--- src/rtl/fifo_4w_wr_sched_pkg.sv ---
// Shared types and helpers for the 4-write-port FIFO write scheduler.
// Provides the slot count, slot-index type, popcount4 and min_cap.
package fifo_4w_sched_pkg;

    localparam int NUM_SLOTS = 4;

    typedef logic [1:0] slot_idx_t;

    function automatic logic [2:0] popcount4(input logic [3:0] v);
        return {2'b0, v[0]} + {2'b0, v[1]} + {2'b0, v[2]} + {2'b0, v[3]};
    endfunction

    // Negative credit clamps to zero; more than one cycle's worth of
    // slots clamps to the slot count.
    function automatic logic [2:0] min_cap(input int free);
        if (free <= 0) return 3'd0;
        else if (free >= NUM_SLOTS) return 3'd4;
        else return 3'(free);
    endfunction

endpackage

--- src/rtl/fifo_4w_wr_sched_rr_pick4.sv ---
// Combinational round-robin picker: grants up to cap requesters from rr_ptr.
// Ports: req_i, rr_ptr_i, cap_i -> grant_o, slot_req_o, slot_val_o, next_ptr_o.
module rr_pick4
    import fifo_4w_sched_pkg::*;
#(
    parameter int NUM_REQ = 8,
    parameter int PTR_W   = $clog2(NUM_REQ)
) (
    input  logic [NUM_REQ-1:0]                req_i,
    input  logic [PTR_W-1:0]                  rr_ptr_i,
    input  logic [2:0]                        cap_i,
    output logic [NUM_REQ-1:0]                grant_o,
    output logic [NUM_SLOTS-1:0][PTR_W-1:0]   slot_req_o,
    output logic [NUM_SLOTS-1:0]              slot_val_o,
    output logic [PTR_W-1:0]                  next_ptr_o
);

    always_comb begin
        int idx;
        int cnt;
        int last;
        slot_idx_t s;
        grant_o    = '0;
        slot_req_o = '0;
        slot_val_o = '0;
        next_ptr_o = rr_ptr_i;
        idx        = 0;
        cnt        = 0;
        last       = 0;
        s          = '0;
        for (int j = 0; j < NUM_REQ; j++) begin
            idx = int'(rr_ptr_i) + j;
            if (idx >= NUM_REQ) idx = idx - NUM_REQ;
            // cnt tracks the next free slot, so slots fill contiguously
            if (req_i[idx] && (cnt < int'(cap_i))) begin
                s              = slot_idx_t'(cnt);
                grant_o[idx]   = 1'b1;
                slot_req_o[s]  = PTR_W'(idx);
                slot_val_o[s]  = 1'b1;
                cnt            = cnt + 1;
                last           = idx;
            end
        end
        if (cnt != 0) begin
            next_ptr_o = (last == NUM_REQ - 1) ? '0 : PTR_W'(last + 1);
        end
    end

endmodule

--- src/rtl/fifo_4w_wr_sched.sv ---
// Write-side scheduler sharing one 4-write-port FIFO among NUM_REQ requesters.
// Ports: clk, rst, sched_en, req_val/req_data/req_rdy, fifo_size, w_val_0..3, w_data_0..3.
// Optional macro FIFO_4W_WR_SCHED_STATS_EN adds grant_cnt and stall_cnt outputs.
module fifo_4w_wr_sched
    import fifo_4w_sched_pkg::*;
#(
    parameter int NUM_REQ    = 8,
    parameter int DATA_WIDTH = 32,
    parameter int FIFO_DEPTH = 16,
    parameter int CNT_WIDTH  = $clog2(FIFO_DEPTH) + 1
) (
    input  logic                          clk,
    input  logic                          rst,
    input  logic                          sched_en,
    input  logic [NUM_REQ-1:0]            req_val,
    input  logic [NUM_REQ*DATA_WIDTH-1:0] req_data,
    output logic [NUM_REQ-1:0]            req_rdy,
    input  logic [CNT_WIDTH-1:0]          fifo_size,
    output logic                          w_val_0,
    output logic                          w_val_1,
    output logic                          w_val_2,
    output logic                          w_val_3,
    output logic [DATA_WIDTH-1:0]         w_data_0,
    output logic [DATA_WIDTH-1:0]         w_data_1,
    output logic [DATA_WIDTH-1:0]         w_data_2,
    output logic [DATA_WIDTH-1:0]         w_data_3
`ifdef FIFO_4W_WR_SCHED_STATS_EN
    ,
    output logic [31:0]                   grant_cnt,
    output logic [31:0]                   stall_cnt
`endif
);

    localparam int PTR_W = $clog2(NUM_REQ);

    logic [PTR_W-1:0]                      rr_ptr_q, rr_ptr_d;
    logic [NUM_SLOTS-1:0]                  w_val_q, w_val_d;
    logic [NUM_SLOTS-1:0][DATA_WIDTH-1:0]  w_data_q, w_data_d;

    logic [2:0]                            cap;
    logic [NUM_SLOTS-1:0][PTR_W-1:0]       slot_req;
    logic [NUM_SLOTS-1:0]                  slot_val;

    // Writes still sitting in the output register are not yet counted
    // in fifo_size, so they are subtracted from the credit.
    always_comb begin
        int free;
        free = (FIFO_DEPTH - 1) - int'(fifo_size) - int'(popcount4(w_val_q));
        cap  = (sched_en && !rst) ? min_cap(free) : 3'd0;
    end

    rr_pick4 #(
        .NUM_REQ (NUM_REQ),
        .PTR_W   (PTR_W)
    ) u_pick (
        .req_i      (req_val),
        .rr_ptr_i   (rr_ptr_q),
        .cap_i      (cap),
        .grant_o    (req_rdy),
        .slot_req_o (slot_req),
        .slot_val_o (slot_val),
        .next_ptr_o (rr_ptr_d)
    );

    always_comb begin
        w_val_d  = slot_val;
        w_data_d = '0;
        for (int k = 0; k < NUM_SLOTS; k++) begin
            if (slot_val[k]) begin
                w_data_d[k] = req_data[int'(slot_req[k])*DATA_WIDTH +: DATA_WIDTH];
            end
        end
    end

    always_ff @(posedge clk) begin
        if (rst) begin
            rr_ptr_q <= '0;
            w_val_q  <= '0;
            w_data_q <= '0;
        end else begin
            rr_ptr_q <= rr_ptr_d;
            w_val_q  <= w_val_d;
            w_data_q <= w_data_d;
        end
    end

    assign w_val_0  = w_val_q[0];
    assign w_val_1  = w_val_q[1];
    assign w_val_2  = w_val_q[2];
    assign w_val_3  = w_val_q[3];
    assign w_data_0 = w_data_q[0];
    assign w_data_1 = w_data_q[1];
    assign w_data_2 = w_data_q[2];
    assign w_data_3 = w_data_q[3];

`ifdef FIFO_4W_WR_SCHED_STATS_EN
    logic [31:0] grant_cnt_q;
    logic [31:0] stall_cnt_q;
    logic        stall;

    assign stall = (|req_val) && sched_en && (cap == 3'd0);

    always_ff @(posedge clk) begin
        if (rst) begin
            grant_cnt_q <= '0;
            stall_cnt_q <= '0;
        end else begin
            grant_cnt_q <= grant_cnt_q + 32'(popcount4(slot_val));
            if (stall && (stall_cnt_q != '1)) begin
                stall_cnt_q <= stall_cnt_q + 32'd1;
            end
        end
    end

    assign grant_cnt = grant_cnt_q;
    assign stall_cnt = stall_cnt_q;
`endif

endmodule
--- config.mk ---
export PLATFORM = sky130hd
export DESIGN_NAME = fifo_4w_wr_sched
export DESIGN_NICKNAME = d
export VERILOG_FILES = /design/src/rtl/fifo_4w_wr_sched_pkg.sv /design/src/rtl/fifo_4w_wr_sched_rr_pick4.sv /design/src/rtl/fifo_4w_wr_sched.sv
export SDC_FILE = /design/constraint.sdc
export NUM_CORES = 1
export LEC_CHECK = 0
export BUFFER_PORTS_ARGS = -buffer_cell sky130_fd_sc_hd__buf_2
export CORE_MARGIN = 1.5
export CORE_UTILIZATION = 50
export DETAILED_ROUTE_END_ITERATION = 10
export PLACE_DENSITY = 0.87
export SYNTH_ARGS = -nofsm -noshare
export SYNTH_HDL_FRONTEND = slang
export SYNTH_HIERARCHICAL = 1
export SYNTH_SLANG_ARGS = --single-unit
--- constraint.sdc ---
create_clock -name clk -period 22.1 [get_ports clk]
set_input_delay 4.42 -clock clk [delete_from_list [all_inputs] [get_ports clk]]
set_output_delay 4.42 -clock clk [all_outputs]
set_load 0.01 [all_outputs]
==> metrics.md <==
| Metric | Value |
|---|---|
| Post-synth cell types | `82` |
| Vias in the first global route | `13619` |
| Initial Utilization | `50.6%` |
| CTS sink count | `135` |
| Drt first pass iters | `9` |
| Area Growth Syn to Fin | `21.7%` |
| Switching Share | `44.6%` |
| Hold bufs inserted after CTS | `0` |
| Layout fillers | `2147` |
| Logic pwr share | `74.1%` |
| Synth top area cells | `mux4_2 (42%), dfxtp_1 (19%), a22o_1 (8.1%), ha_1 (4.3%), buf_2 (1.9%)` |
| Final Power | `2.35 mW` |
| Vias | `14227` |
| Clock power share | `13.3%` |
| First-pass GRT wire length | `83900 um` |
| Initial antenna violation count | `23` |
| Drt first-iter violations | `2580` |
| Critical R2R Launch | `w_val_q[0]$_SDFF_PP0_` |
| Nets | `1842` |
| Tmin final | `20390 ps` |
| CP bufs+invs | `9` |
| Core ar. | `27700 um2` |
| Critical Path Fanout Max | `13` |
| # IOs | `412` |
| DRT Wirelength | `57900 um` |
| Final period util | `92.3%` |
| Worst Setup Start Kind | `primary input` |
| CTS max path bufs | `2` |
| Via/cell ratio | `7.41` |
| Total Neg Setup Slack | `0 ps` |
| Sequential share of the synthesized area | `19.3%` |
| CP dominant cell by count | `ha_1` |
| Worst r2r dst | `w_data_1[26]$_SDFF_PP0_` |
| Site row count | `61` |
| Synth top area share | `42.1%` |
| Most frequent cells in the layout | `buf_2 (411), mux4_2 (262), dfxtp_1 (135)` |
| Status | `completed` |
| RSZ-0062 raised after global routing | `no` |
| Die height | `170 um` |
| Worst Skew | `13.2 ps` |
| Rel. slew slack | `21.8%` |
| Synth warnings | `6` |
| Gpl congestion | `1.00` |
| Clock latency at the later pin of the worst-skew pair | `440 ps` |
| Final setup fails | `0` |
| CTS root buf | `clkbuf_16` |
| Clock tree from TritonCTS | `built` |
| Worst Hold Endpoint | `rr_ptr_q[1]$_SDFF_PP0_` |
| Reg2Reg Setup Slack | `7030 ps` |
| Slowest stage delay, CP | `410 ps` |
| WL/cell | `30.1 um` |
| Post-CTS setup buffers | `0` |
| Sw Pwr | `1.05 mW` |
| FMAX | `49.0 MHz` |
| Crit path capture type | `output port` |
| Port Buffers | `411` |
| Synth area leader | `mux4_2` |
| Largest vdd supply drop | `110 uV` |
| Critical Path RT | `17680 ps` |
| Syn_nets | `1474` |
| Final Max Slew Viols | `0` |
| Worst-path clk slew | `60 ps` |
| CTS Buf Count | `17` |
| Pin count of the biggest net entering global routing | `63` |
| Layout cells sized above 1 | `51.8%` |
| Sequential power share | `12.7%` |
| Slowest CP cell | `or3_1` |
| Post-cts sizing count | `0` |
| Reg2reg path depth | `60` |
| Worst-margin pin slew | `1170 ps` |
| Final Instance Area | `17100 um2` |
| Worst Hold Slack | `973 ps` |
| Post-synth EDFFs | `0` |
| Total gr overflow | `0` |
| Max-Cap Viols | `0` |
| Dpl cells | `1879` |
| Pleak | `6.88 nW` |
| DIE WIDTH | `170 um` |
| Finished Layout Cells | `1921` |
| Hold path startpoint | `rr_ptr_q[1]$_SDFF_PP0_` |
| CTS H-tree lvls | `4` |
| Final antenna-violating net count | `0` |
| Ys async rst share | `0%` |
| Seq cells post-synth | `135` |
| Hold Path Cell Cnt | `3` |
| Leading cell type in the layout, fill and taps excluded | `buf_2` |
| CP top delay family | `compound AO/OA/AOI/OAI gates` |
| PwrDens | `138 nW/um2` |
| Setup Crit Path Kind | `primary input to output port` |
| Die area | `29100 um2` |
| Hold Vio Cnt, Final | `0` |
| Total global routing track utilization | `39.4%` |
| Dpl cell area | `16400 um2` |
| Drt drc | `0` |
| Post-DP HPWL | `40200 um` |
| Post-synthesis cell area | `14000 um2` |
| Worst EP arrival | `15970 ps` |
| Mapped Cells | `1152` |
| Syn avg cell area | `12.2 um2` |
| Pint | `1.30 mW` |
| Most used flip-flop cell after synthesis | `dfxtp_1` |
| Hold WC Path Type | `flip-flop to flip-flop` |
[how the worst max path moves through the flow]
stage / start / to / slack [ps] / cells past startpoint
after floorplan: fifo_size[2] / req_rdy[2] / 1030 / 52
final: fifo_size[0] / req_rdy[6] / 1710 / 52
after global routing: fifo_size[0] / req_rdy[4] / 750 / 53
after global placement: fifo_size[2] / req_rdy[5] / 2280 / 52
after detailed placement: fifo_size[0] / req_rdy[7] / 2020 / 52
after CTS: fifo_size[0] / req_rdy[7] / 1950 / 52
[metal layers]
metal / wire [um] / vias to the layer above / track usage (%)
li1: - / 5596 / -
met5: 137 / - / 2.26
met2: 26200 / 1391 / 58.6
met1: 18600 / 6805 / 45.3
met4: 4250 / 22 / 26.3
met3: 8770 / 413 / 18.4
[sequential cells by signal (all words and copies together), names as in the netlist]
signal	count
rr_ptr_q	3
w_data_0	32
w_data_1	32
w_data_2	32
w_data_3	32
w_val_q	4
[metrics by stage]
stage / setup slack (ps) / utilization (%)
floorplan: 1030 / -
global placement: 2280 / 59.2
detailed placement: 2020 / 59.2
CTS: 1950 / 61.5
global route: 752 / 61.5
finish: 1710 / 61.6
[logic make-up after synthesis]
logic type	count (synthesis)	synth area share, %
AND/OR/NAND/NOR	203	7.33
multiplexers	298	45.2
adder cells (fa/ha/maj)	50	4.57
XOR/XNOR	9	0.696
AO/OA/AOI/OAI	309	17.1
buffers and inverters	148	5.86
flip-flops	135	19.3
[worst reg2reg max path, delay by kind of cell (launching register included)]
kind	cells	cell delay [ps]
AO/OA/AOI/OAI	19	5180
adder cells (fa/ha/maj)	10	3040
buffers and inverters	13	2070
flip-flops	1	370
multiplexers	4	1230
AND/OR/NAND/NOR	14	3070
[final cells by class]
cell class              count  area (um2)  share of cell area [%]
well taps                 378         473                    2.77
flip-flops and latches    135        2700                    15.8
inverters                  38         148                   0.866
multi-input cells         869       10600                    62.2
clock buffers              18         439                    2.57
clock inverters            14         186                    1.09
repair buffers            459        2480                    14.5
diodes                     10        25.0                   0.147
[power groups by stage]
stage	sequential, mW	combinational [mW]	clock, mW
after floorplan	0.316	1.28	0
after global placement	0.299	1.67	0
after detailed placement	0.300	1.70	0
after CTS	0.295	1.71	0.313
after global routing	0.300	1.84	0.321
final	0.298	1.74	0.312
[synth_stat cells (9+ instances only)]
cell,instances
dfxtp_1,135
a211oi_1,9
buf_6,22
a22o_1,129
nor2_1,34
a21oi_1,41
nor2b_1,14
mux4_2,262
nor3_1,12
nand2_1,65
inv_1,33
o21ai_0,40
buf_2,52
o211ai_1,17
and2_1,11
clkbuf_1,24
and3_1,14
mux2i_1,22
nand3_1,17
ha_1,48
mux2_2,9
Power figures use the tool's default switching activity.
